--- src/rtl/sakebi_fcs_sequencer.sv ---
// Ethernet frame sequencer: passes payload to the sink, strobes it into an external CRC-32
// engine, appends the FCS LSB first, then holds an inter-frame gap. Padding: SAKEBI_FCS_PAD_EN.
module sakebi_fcs_sequencer #(
    parameter int IFG_CYCLES = 12,
    parameter int MIN_FRAME  = 60
) (
    input  logic        i_axis_ACLK,
    input  logic        i_axis_ARESET,
    input  logic        i_axis_TVALID,
    input  logic [7:0]  i_axis_TDATA,
    input  logic        i_axis_TLAST,
    output logic        o_axis_TREADY,
    output logic        o_axis_TVALID,
    output logic [7:0]  o_axis_TDATA,
    output logic        o_axis_TLAST,
    input  logic        i_axis_TREADY,
    output logic        o_crc_clear,
    output logic        o_crc_valid,
    output logic [7:0]  o_crc_data,
    input  logic [31:0] i_crc_value,
    output logic        o_frame_done
);

    localparam int GAP_W = (IFG_CYCLES > 1) ? $clog2(IFG_CYCLES) : 1;
    localparam logic [GAP_W-1:0] GAP_LOAD = GAP_W'(IFG_CYCLES - 1);

    if (IFG_CYCLES < 1 || MIN_FRAME < 1 || MIN_FRAME > 65535) begin : g_cfg_check
        $error("sakebi_fcs_sequencer: IFG_CYCLES must be >= 1 and MIN_FRAME within 1..65535");
    end

`ifdef SAKEBI_FCS_PAD_EN
    localparam logic [15:0] MIN_CNT = 16'(MIN_FRAME);
`endif

    typedef enum logic [2:0] {
        ST_GAP,
        ST_IDLE,
        ST_DATA,
`ifdef SAKEBI_FCS_PAD_EN
        ST_PAD,
`endif
        ST_LATCH,
        ST_FCS
    } state_t;

    state_t           state, state_nxt;
    logic [GAP_W-1:0] gap_cnt, gap_nxt;
    logic [15:0]      byte_cnt, byte_nxt, byte_upd, cnt_inc;
    logic [31:0]      fcs_reg, fcs_nxt;
    logic [1:0]       idx, idx_nxt;
    logic             hs;

    assign hs      = i_axis_TVALID & i_axis_TREADY;
    assign cnt_inc = (byte_cnt == 16'hFFFF) ? byte_cnt : byte_cnt + 16'd1;

    always_comb begin
        // NOTE: every signal gets a default before the case so no path can infer a latch.
        state_nxt     = state;
        gap_nxt       = gap_cnt;
        byte_nxt      = byte_cnt;
        byte_upd      = 16'd0;
        fcs_nxt       = fcs_reg;
        idx_nxt       = idx;
        o_axis_TREADY = 1'b0;
        o_axis_TVALID = 1'b0;
        o_axis_TDATA  = 8'h00;
        o_axis_TLAST  = 1'b0;
        o_crc_clear   = 1'b0;
        o_crc_valid   = 1'b0;
        o_crc_data    = 8'h00;
        o_frame_done  = 1'b0;

        case (state)
            ST_GAP: begin
                o_crc_clear = 1'b1;
                if (gap_cnt == '0) state_nxt = ST_IDLE;
                else               gap_nxt   = gap_cnt - GAP_W'(1);
            end

            ST_IDLE, ST_DATA: begin
                o_axis_TVALID = i_axis_TVALID;
                o_axis_TDATA  = i_axis_TDATA;
                o_axis_TREADY = i_axis_TREADY;
                o_crc_valid   = hs;
                o_crc_data    = i_axis_TDATA;
                if (hs) begin
                    byte_upd = (state == ST_IDLE) ? 16'd1 : cnt_inc;
                    byte_nxt = byte_upd;
                    if (i_axis_TLAST) begin
`ifdef SAKEBI_FCS_PAD_EN
                        state_nxt = (byte_upd < MIN_CNT) ? ST_PAD : ST_LATCH;
`else
                        state_nxt = ST_LATCH;
`endif
                    end else begin
                        state_nxt = ST_DATA;
                    end
                end
            end

`ifdef SAKEBI_FCS_PAD_EN
            ST_PAD: begin
                o_axis_TVALID = 1'b1;
                o_crc_valid   = i_axis_TREADY;
                if (i_axis_TREADY) begin
                    byte_nxt = cnt_inc;
                    if (cnt_inc >= MIN_CNT) state_nxt = ST_LATCH;
                end
            end
`endif

            // The engine needs one cycle after the last strobe before its value is final.
            ST_LATCH: begin
                fcs_nxt   = i_crc_value;
                idx_nxt   = 2'd0;
                state_nxt = ST_FCS;
            end

            ST_FCS: begin
                o_axis_TVALID = 1'b1;
                o_axis_TDATA  = fcs_reg[{idx, 3'b000} +: 8];
                o_axis_TLAST  = (idx == 2'd3);
                if (i_axis_TREADY) begin
                    if (idx == 2'd3) begin
                        o_frame_done = 1'b1;
                        byte_nxt     = 16'd0;
                        gap_nxt      = GAP_LOAD;
                        state_nxt    = ST_GAP;
                    end else begin
                        idx_nxt = idx + 2'd1;
                    end
                end
            end

            default: begin
                gap_nxt   = GAP_LOAD;
                state_nxt = ST_GAP;
            end
        endcase
    end

    // NOTE: sequential state uses non-blocking assignments so all registers update together.
    always_ff @(posedge i_axis_ACLK or posedge i_axis_ARESET) begin
        if (i_axis_ARESET) begin
            state    <= ST_GAP;
            gap_cnt  <= GAP_LOAD;
            byte_cnt <= 16'd0;
            fcs_reg  <= 32'd0;
            idx      <= 2'd0;
        end else begin
            state    <= state_nxt;
            gap_cnt  <= gap_nxt;
            byte_cnt <= byte_nxt;
            fcs_reg  <= fcs_nxt;
            idx      <= idx_nxt;
        end
    end

endmodule

--- config.mk ---
export PLATFORM = sky130hd
export DESIGN_NAME = sakebi_fcs_sequencer
export DESIGN_NICKNAME = d
export VERILOG_FILES = /design/src/rtl/sakebi_fcs_sequencer.sv
export SDC_FILE = /design/constraint.sdc
export NUM_CORES = 1
export LEC_CHECK = 0
export ABC_CLOCK_PERIOD_IN_PS = 1500
export BUFFER_PORTS_ARGS = -buffer_cell sky130_fd_sc_hd__buf_2
export CAP_MARGIN = 20
export CORE_MARGIN = 2
export CORE_UTILIZATION = 46
export DETAILED_ROUTE_END_ITERATION = 16
export PLACE_DENSITY = 0.76
export SLEW_MARGIN = 20
export SYNTH_ARGS = -nofsm -noshare
export SYNTH_HDL_FRONTEND = slang
export SYNTH_SLANG_ARGS = --single-unit
--- constraint.sdc ---
create_clock -name i_axis_ACLK -period 1.5 [get_ports i_axis_ACLK]
set_input_delay 0.15 -clock i_axis_ACLK [delete_from_list [all_inputs] [get_ports i_axis_ACLK]]
set_output_delay 0.15 -clock i_axis_ACLK [all_outputs]
set_load 0.05 [all_outputs]
* Yosys cells after proc, flatten, opt, wreduce, memory -nomap -nowiden
Index checks and enable logic that the tools add are counted.
Cells by class: reduce and logical (&&, ||, !) cells 8, shift-type cells 1, bitwise gates (word level) 2, eq/ne operators 11, multiplexer cells 23, $add $sub $neg 2
Operators by type and width (number):
- indexed part select 32 x 6 -> 8 bit | 1
- one-hot mux 8 bit (2 select lines) | 1
- two-way mux 3 bit | 4
- two-way mux 4 bit | 3
- != test 2 bit (second input constant) | 6
- one-hot mux 3 bit (4 select lines) | 1
- one-hot mux 4 bit (3 select lines) | 1
- two-way mux 1 bit | 8
- two-way mux 8 bit | 1
- AND reduction 4 bit | 2
- == test 3 x 2 -> 1 bit (second input constant) | 2
- zero test 4 bit | 1
- two-way mux 2 bit | 2
- one-hot mux 2 bit (2 select lines) | 1
- subtractor 4 x 1 -> 4 bit (second input constant) | 1
- == test 3 x 1 -> 1 bit (second input constant) | 1
- == test 3 bit (second input constant) | 1
- zero test 3 bit | 1
- AND reduction 3 bit | 1
- OR reduction 3 bit | 1
- adder 2 x 1 -> 2 bit (second input constant) | 1
- == test 2 bit (second input constant) | 1
- one-hot mux 1 bit (2 select lines) | 1
- nonzero test 2 bit | 1
- 3 further kinds | 3
Storage, ports and cells: flip-flop bits (word level) 41, output and inout port bits 22, word-level logic and storage cells 51, bits of input ports 45

* Depth between registers and ports, before layout
Gate-level depths: netlist of run 1.
depth after elaboration 4, depth in mapped cells 5, gate-level depth less buffers 5

* Least setup slack after synthesis of run 1
Ideal clock, no wire load.
kind register -> output, start register state[1], end output port o_crc_valid, slack -0.436 ns, path buffers 1, cell stages (with the launch flop) 4, arrival 1.786 ns, data required time 1.350 ns, cells stage by stage dfrtp_1 > buf_4 > xnor2_2 > nor3_1
Between the ends: word-level cells in the longest chain between the ends 3, elaborated cells between the ends (all ways) 4, those cells by class eq/ne (2); mux (1); reduce/logical (1)
Ends and longest elaborated chain:
- from (decl) | line 46 | state_t state, state_nxt;
- from (signal assigned) | line 151 | state <= state_nxt;
- == test 3 x 1 -> 1 bit / == test 3 x 2 -> 1 bit (equally long branches) | line 73 | case (state)
- OR reduction 2 bit (*) | line 73
- two-way mux 1 bit (*) | line 73
- to (decl) | line 18 | output logic o_crc_valid,
Every way passes the cells marked *; elsewhere a longest branch is shown, timed or not.

* Final worst setup path of run 1
start register idx[0], end output port o_axis_TDATA[6]
Between the ends: word-level cells in the longest chain between the ends 2
Ends and longest elaborated chain:
- from (decl) | line 50 | logic [1:0] idx, idx_nxt;
- from (signal assigned) | line 155 | idx <= idx_nxt;
- indexed part select 32 x 6 -> 8 bit | line 121 | o_axis_TDATA = fcs_reg[{idx, 3'b000} +: 8];
- one-hot mux 8 bit (2 select lines) | line 73
- to (decl) | line 14 | output logic [7:0] o_axis_TDATA,
Every way passes these cells.

==> flow_metrics.py, run 1 <==
metrics = {
    "outcome": {
        "status": "finished, violations left",
        "violations": "setup timing",
    },
    "clock_network": {
        "cts_num_sinks": 41,
        "cts_tree": "yes",
        "cts_max_level": 2,
        "cts_buffer_depth": 2,
        "numCtsBuffers": 5,
        "clk_latency_ps": 300,
        "clk_pin_slew_ps": 80,
        "root_buffer": "clkbuf_8",
    },
    "worst_hold_path": {
        "worstHoldPathCells": 2,
        "hp-class": "in2reg",
        "min-delay-start": "i_crc_value[29]",
        "hold_end": "fcs_reg[29]$_DFFE_PP0P_",
    },
    "synthesis": {
        "synthMuxAreaShare_pct": 25.8,
        "synthAdderAreaFrac_pct": 1.73,
        "ys_ff_latch": 41,
        "synthTopCellsByArea": "dfrtp_1 (44%), mux2_2 (17%), mux4_2 (8.3%), dfstp_2 (3.6%), a22o_1 (3.6%)",
        "yosysTopAreaCell": "dfrtp_1",
        "synth-xor-area-share_pct": 0.750,
        "synth_async_sr_flop_share_pct": 100,
        "synth-simple-area-share_pct": 10.4,
        "yosysWarnings": 0,
        "ys_types": 44,
        "synth_top_family_by_area": "multiplexers",
        "yosysTopAreaCellShare_pct": 43.8,
        "synth_compound_area_share_pct": 9.34,
        "synth_area_sq_mm": 0.00217,
        "avgSynthCellArea_sq_um": 13.0,
        "synth_ff_type": "dfrtp_1",
        "synth_fp_nets": 215,
        "seq_area_frac_synth_pct": 47.5,
        "syn_inst": 167,
        "synth-edff-count": 0,
    },
    "pwr": {
        "ir_drop_mv": 1.60,
        "p_clk_share_pct": 10.5,
        "p_seq_share_pct": 25.3,
        "p_int_w": 0.00503,
        "sw_frac_of_total_pct": 40.6,
        "leakagePower_nw": 1.49,
        "p_sw_w": 0.00344,
        "p_per_area_mw_per_mm2": 2600,
        "comb_power_share_pct": 64.2,
    },
    "placed_design": {
        "placed_cells": 297,
        "hpwl_um": 3440,
        "io_buffers": 66,
        "globalplace.congestion": 0.866,
        "pre_cts_ws_ps": -77.6,
        "placed_cell_area_sq_mm": 0.00276,
    },
    "critical_path": {
        "worst_path_max_delay_cell": "mux4_2",
        "r2r_start": "state[0]$_DFFE_PP0P_",
        "regToRegSetupSlack_ps": -80,
        "critPathMaxStageDelay_ps": 520,
        "path_buf_inv": 2,
        "crit_required_ps": 1350,
        "reg2regPathDepth": 5,
        "cp_cell_sequence": "buf_12, mux4_2, a22o_1, buf_6",
        "r2r_end": "idx[1]$_DFFE_PP0P_",
        "cp-start-kind": "flop",
        "path_class": "reg2out",
        "cp-end-kind": "primary output",
        "crit_arrival_ps": 1760,
        "crit_fanout": 5,
        "crit_family": "multiplexers",
    },
    "timing": {
        "worst_slew_pin_slew_ps": 513,
        "slew_headroom_pct": 65.8,
        "slew_violations": 0,
        "period_needed_ps": 1910,
        "rsz0062_at_grt": "true",
        "setup_viol": 25,
        "hold_violations": 0,
        "fin_crit_sh_pct": 127,
        "fin_skew_ps": 9.50,
        "postLayoutSetupSlackWorst_ps": -407,
        "maxClockFrequency_mhz": 524,
    },
    "global_route": {
        "grt_max_degree": 42,
        "grt_pass1_wl_um": 8210,
        "grt_pass1_vias": 1746,
        "grt_antenna_before_repair": 0,
        "gr-usage-all-layers_pct": 20.7,
        "grt-ovfl-total": 0,
    },
    "route": {
        "finalWirelength_um": 5500,
        "antenna_left": 0,
        "num_vias": 1760,
        "drt-pass1-iter-count": 4,
        "route.detailed.drc": 0,
        "viasPerCell": 5.64,
        "routedWlPerCell_um": 17.6,
        "drt_iter0_markers": 103,
    },
    "job": {
        "drv_cap": 0,
    },
    "floorplanning": {
        "rows": 24,
        "coreArea_sq_mm": 0.00444,
        "die_area_sq_mm": 0.00528,
        "io-pin-count": 67,
        "die-width_um": 72.7,
        "initial_core_util_pct": 48.8,
        "die_h_um": 72.7,
    },
    "layout": {
        "drive_gt1_share_pct": 68.1,
        "fin_util_pct": 73.3,
        "largest_reg_flops": 32,
        "final_area_sq_mm": 0.00326,
        "diodes": 0,
        "stdcell_count": 312,
        "area_delta_synth_final_pct": 50.1,
        "final_nets": 307,
    },
}
worst register-to-register path, delay by kind of cell, from the launching register on:
family | cells | cell delay (ps)
compound gates | 1 | 260
flops | 1 | 490
simple gates | 2 | 480
buf+inv | 2 | 290
layout make-up:
class / instances / area (sq um)
Timing Repair Buffer: 97 / 831
Tap cell: 52 / 65.1
Sequential cell: 41 / 1030
Multi-Input combinational cell: 108 / 1190
Inverter: 6 / 22.5
Fill cell: 303 / 1190
Clock buffer: 6 / 72.6
Clock inverter: 2 / 38.8
power by group through the flow:
stage / clock [W] / sequential, W / combinational (W)
finish: 0.000889 / 0.00214 / 0.00545
global route: 0.000963 / 0.00222 / 0.00572
CTS: 0.000905 / 0.00209 / 0.00497
detailed placement: 0 / 0.00209 / 0.00419
global placement: 0 / 0.00206 / 0.00412
floorplan: 0 / 0.00196 / 0.00316
cell families after synthesis:
| kind of cell | Yosys count |
|---|---|
| AOI/OAI and AO/OA | 24 |
| muxes | 42 |
| adders and majority gates | 3 |
| xor gates and xnor gates | 1 |
| and+or+nand+nor | 38 |
| buffers and inverters | 18 |
| DFF | 41 |
layout by cell type, fill, tap and decap left out, drive strengths merged, types with 2 or more instances in the layout:
cell,instances
nand2,5
and2,10
mux4,8
nand3,2
dfrtp,38
buf,94
mux2,32
clkbuf,7
nand2b,2
o211ai,2
inv,6
ha,3
mux2i,2
a22o,9
dfstp,3
nor3b,2
nor3,3
nor2,7
how the worst max path moves through the flow:
stage                              to  cells past startpoint  slack, ps                   start
2_1_floorplan         o_axis_TDATA[0]                      4       -140    state[0]$_DFFE_PP0P_
3_5_place_dp   gap_cnt[1]$_DFFE_PP1P_                      5        -80  gap_cnt[0]$_DFFE_PP1P_
5_1_grt               o_axis_TDATA[6]                      4       -470      idx[0]$_DFFE_PP0P_
4_1_cts               o_axis_TDATA[3]                      4       -380      idx[0]$_DFFE_PP0P_
6_report              o_axis_TDATA[6]                      4       -410      idx[0]$_DFFE_PP0P_
3_3_place_gp          o_axis_TDATA[5]                      4        -60      idx[0]$_DFFE_PP0P_
metrics by stage:
step                TNS (ps)  power (W)  hold WS (ps)
floorplan              -1090    0.00512           288
global placement        -444    0.00619           303
detailed placement      -516    0.00628           306
CTS                    -5360    0.00796          70.9
global route           -7590    0.00890          74.5
finish                 -6180    0.00848          76.8
metal layers:
metal | vias to the layer above | part of all wire, % | global-route usage, % | wire length [um]
met5 | - | 0 | 0 | 0
li1 | 803 | - | - | -
met4 | 0 | 1.3 | 6.79 | 74
met1 | 879 | 41 | 27.4 | 2240
met2 | 72 | 53 | 34.2 | 2890
met3 | 6 | 5.2 | 4.14 | 287
Yosys cell counts (2+ instances only):
| cell type | n |
|---|---|
| and2_1 | 10 |
| dfstp_2 | 3 |
| mux2i_1 | 2 |
| inv_1 | 6 |
| mux4_2 | 8 |
| nand2_1 | 5 |
| mux2_2 | 32 |
| nor3_1 | 3 |
| buf_2 | 4 |
| dfrtp_1 | 38 |
| nand3_1 | 2 |
| nor2_1 | 6 |
| ha_1 | 3 |
| buf_4 | 4 |
| o211ai_1 | 2 |
| a22o_1 | 9 |
| nor3b_1 | 2 |
| nand2b_1 | 2 |
timing repair:
action	4_1_cts	5_1_grt
setup endpoints to repair	23	26
gates cloned	1	1
hold endpoints to repair	38	0
resized for setup	62	25
buffers inserted	2	3
pin swaps	6	13
hold buffers	1	0
No activity file was read; power rests on OpenSTA's default activity.
==> run 2: changes to the inputs <==
Settings changed: CORE_MARGIN 2 to not set, CORE_UTILIZATION 46 to 48, CTS_BUF_LIST set to sky130_fd_sc_hd__clkbuf_2 sky130_fd_sc_hd__clkbuf_4 sky130_fd_sc_hd__clkbuf_8, PLACE_DENSITY 0.76 to not set, PLACE_DENSITY_LB_ADDON set to 0.25.
==> flow_metrics.py, run 2 (synthesis gave the netlist of run 1 again) <==
metrics = {
    "route": {
        "finalWirelength_um": 5040,
        "routedWlPerCell_um": 16.1,
        "drt_iter0_markers": 32,
        "num_vias": 1700,
        "route.detailed.drc": 0,
        "drt-pass1-iter-count": 6,
        "viasPerCell": 5.41,
        "antenna_left": 0,
    },
    "floorplanning": {
        "die_h_um": 69.2,
        "die-width_um": 69.2,
        "initial_core_util_pct": 49.8,
        "die_area_sq_mm": 0.00479,
        "rows": 24,
        "io-pin-count": 67,
        "coreArea_sq_mm": 0.00435,
    },
    "clock_network": {
        "root_buffer": "clkbuf_8",
        "clk_latency_ps": 300,
        "numCtsBuffers": 5,
        "cts_buffer_depth": 2,
        "clk_pin_slew_ps": 90,
        "cts_max_level": 2,
        "cts_tree": "yes",
        "cts_num_sinks": 41,
    },
    "critical_path": {
        "crit_arrival_ps": 1720,
        "reg2regPathDepth": 7,
        "r2r_start": "idx[0]$_DFFE_PP0P_",
        "cp-startpoint": "idx[0]$_DFFE_PP0P_",
        "cp-end-kind": "primary output",
        "crit_end": "o_axis_TDATA[7]",
        "r2r_end": "idx[1]$_DFFE_PP0P_",
        "cp-start-kind": "flop",
        "path_common_cell": "buf_6",
        "path_class": "reg2out",
        "cp_cell_sequence": "buf_6, mux4_2, a22o_1, buf_6",
        "regToRegSetupSlack_ps": -100,
        "critPathMaxStageDelay_ps": 500,
        "crit_fanout": 3,
        "crit_required_ps": 1350,
        "worst_path_max_delay_cell": "mux4_2",
    },
    "timing": {
        "slew_headroom_pct": 83.1,
        "fin_skew_ps": 6.38,
        "hold_ws_ps": 73.1,
        "fin_crit_sh_pct": 124,
        "slew_violations": 0,
        "postLayoutSetupSlackWorst_ps": -366,
        "rsz0062_at_grt": "true",
        "period_needed_ps": 1870,
        "maxClockFrequency_mhz": 536,
        "worst_slew_pin_slew_ps": 250,
        "setup_viol": 23,
        "hold_violations": 0,
    },
    "layout": {
        "final_nets": 309,
        "largest_reg_flops": 32,
        "layout_commonest_cell": "buf_2",
        "diodes": 0,
        "area_delta_synth_final_pct": 48.7,
        "n_fill_cell": 287,
        "drive_gt1_share_pct": 69.1,
        "final_area_sq_mm": 0.00323,
        "fin_util_pct": 74.1,
        "layout_common_cells": "buf_2 (44), dfrtp_1 (34), mux2_2 (32)",
    },
    "pwr": {
        "ir_drop_mv": 1.46,
        "p_int_w": 0.00475,
        "fin_total_pwr_w": 0.00809,
        "p_seq_share_pct": 25.9,
        "leakagePower_nw": 1.48,
        "p_per_area_mw_per_mm2": 2510,
        "sw_frac_of_total_pct": 41.3,
        "p_clk_share_pct": 9.0,
        "p_sw_w": 0.00334,
        "comb_power_share_pct": 65.1,
    },
    "global_route": {
        "grt_max_degree": 42,
        "grt-ovfl-total": 0,
        "grt_pass1_wl_um": 8420,
        "grt_antenna_before_repair": 0,
        "grt_pass1_vias": 1775,
        "gr-usage-all-layers_pct": 22.6,
    },
    "job": {
        "drv_cap": 0,
    },
    "worst_hold_path": {
        "hp-class": "in2reg",
        "min-delay-start": "i_crc_value[1]",
    },
    "outcome": {
        "violations": "setup timing",
        "status": "finished, violations left",
    },
    "placed_design": {
        "globalplace.congestion": 0.762,
        "hpwl_um": 3500,
        "placed_cell_area_sq_mm": 0.00277,
        "io_buffers": 66,
    },
}
==> run 2: how the worst min path moves through the flow <==
stage / end / cells after the start
detailed placement: state[0]$_DFFE_PP0P_ / 3
floorplan: state[0]$_DFFE_PP0P_ / 2
global route: fcs_reg[21]$_DFFE_PP0P_ / 2
finish: fcs_reg[1]$_DFFE_PP0P_ / 2
global placement: state[0]$_DFFE_PP0P_ / 3
CTS: fcs_reg[1]$_DFFE_PP0P_ / 2
==> run 2: through the flow <==
stage	cells	TNS, ps	setup WS, ps
global route	314	-6790	-430
floorplan	167	-1090	-144
global placement	299	-250	-40.0
detailed placement	299	-278	-56.5
finish	314	-5370	-366
CTS	312	-5250	-368
==> run 2: final cells by class <==
class                      instances  area [sq um]  share of cell area (%)
timing repair buffer              99           833                    25.8
clock inverter                     3          17.5                   0.543
clock buffer                       5          68.8                    2.13
tap                               52          65.1                    2.02
sequential                        41          1030                    32.1
inverter                           6          22.5                   0.698
multi-input combinational        108          1180                    36.7
==> run 2: power by group through the flow <==
stage / registers [W] / logic, W / clock network (W)
5_1_grt: 0.00218 / 0.00558 / 0.000782
4_1_cts: 0.00208 / 0.00500 / 0.000742
6_report: 0.00209 / 0.00527 / 0.000726
3_5_place_dp: 0.00209 / 0.00419 / 0
2_1_floorplan: 0.00196 / 0.00316 / 0
3_3_place_gp: 0.00207 / 0.00412 / 0
==> run 2: layer usage <==
layer	GRT usage [%]	vias to the layer above	routed length, um
li1	-	808	-
met1	28.4	842	2130
met2	37.6	38	2620
met3	6.10	12	204
met4	7.94	0	88
met5	0	-	0
==> run 2: timing repair <==
| action | in CTS | in global routing |
|---|---|---|
| resized for setup | 72 | 23 |
| pin swaps | 11 | 13 |
| setup endpoints to repair | 26 | 27 |
| endpoints found under the hold margin | 38 | 0 |
| hold buffers | 1 | 0 |
| setup buffers | 5 | 3 |
==> run 2: critical path, delay by kind of cell (launching register included) <==
kind	cells	cell delay, ps
DFF	1	410
buffers and inverters	2	290
AOI/OAI and AO/OA	1	200
muxes	1	500
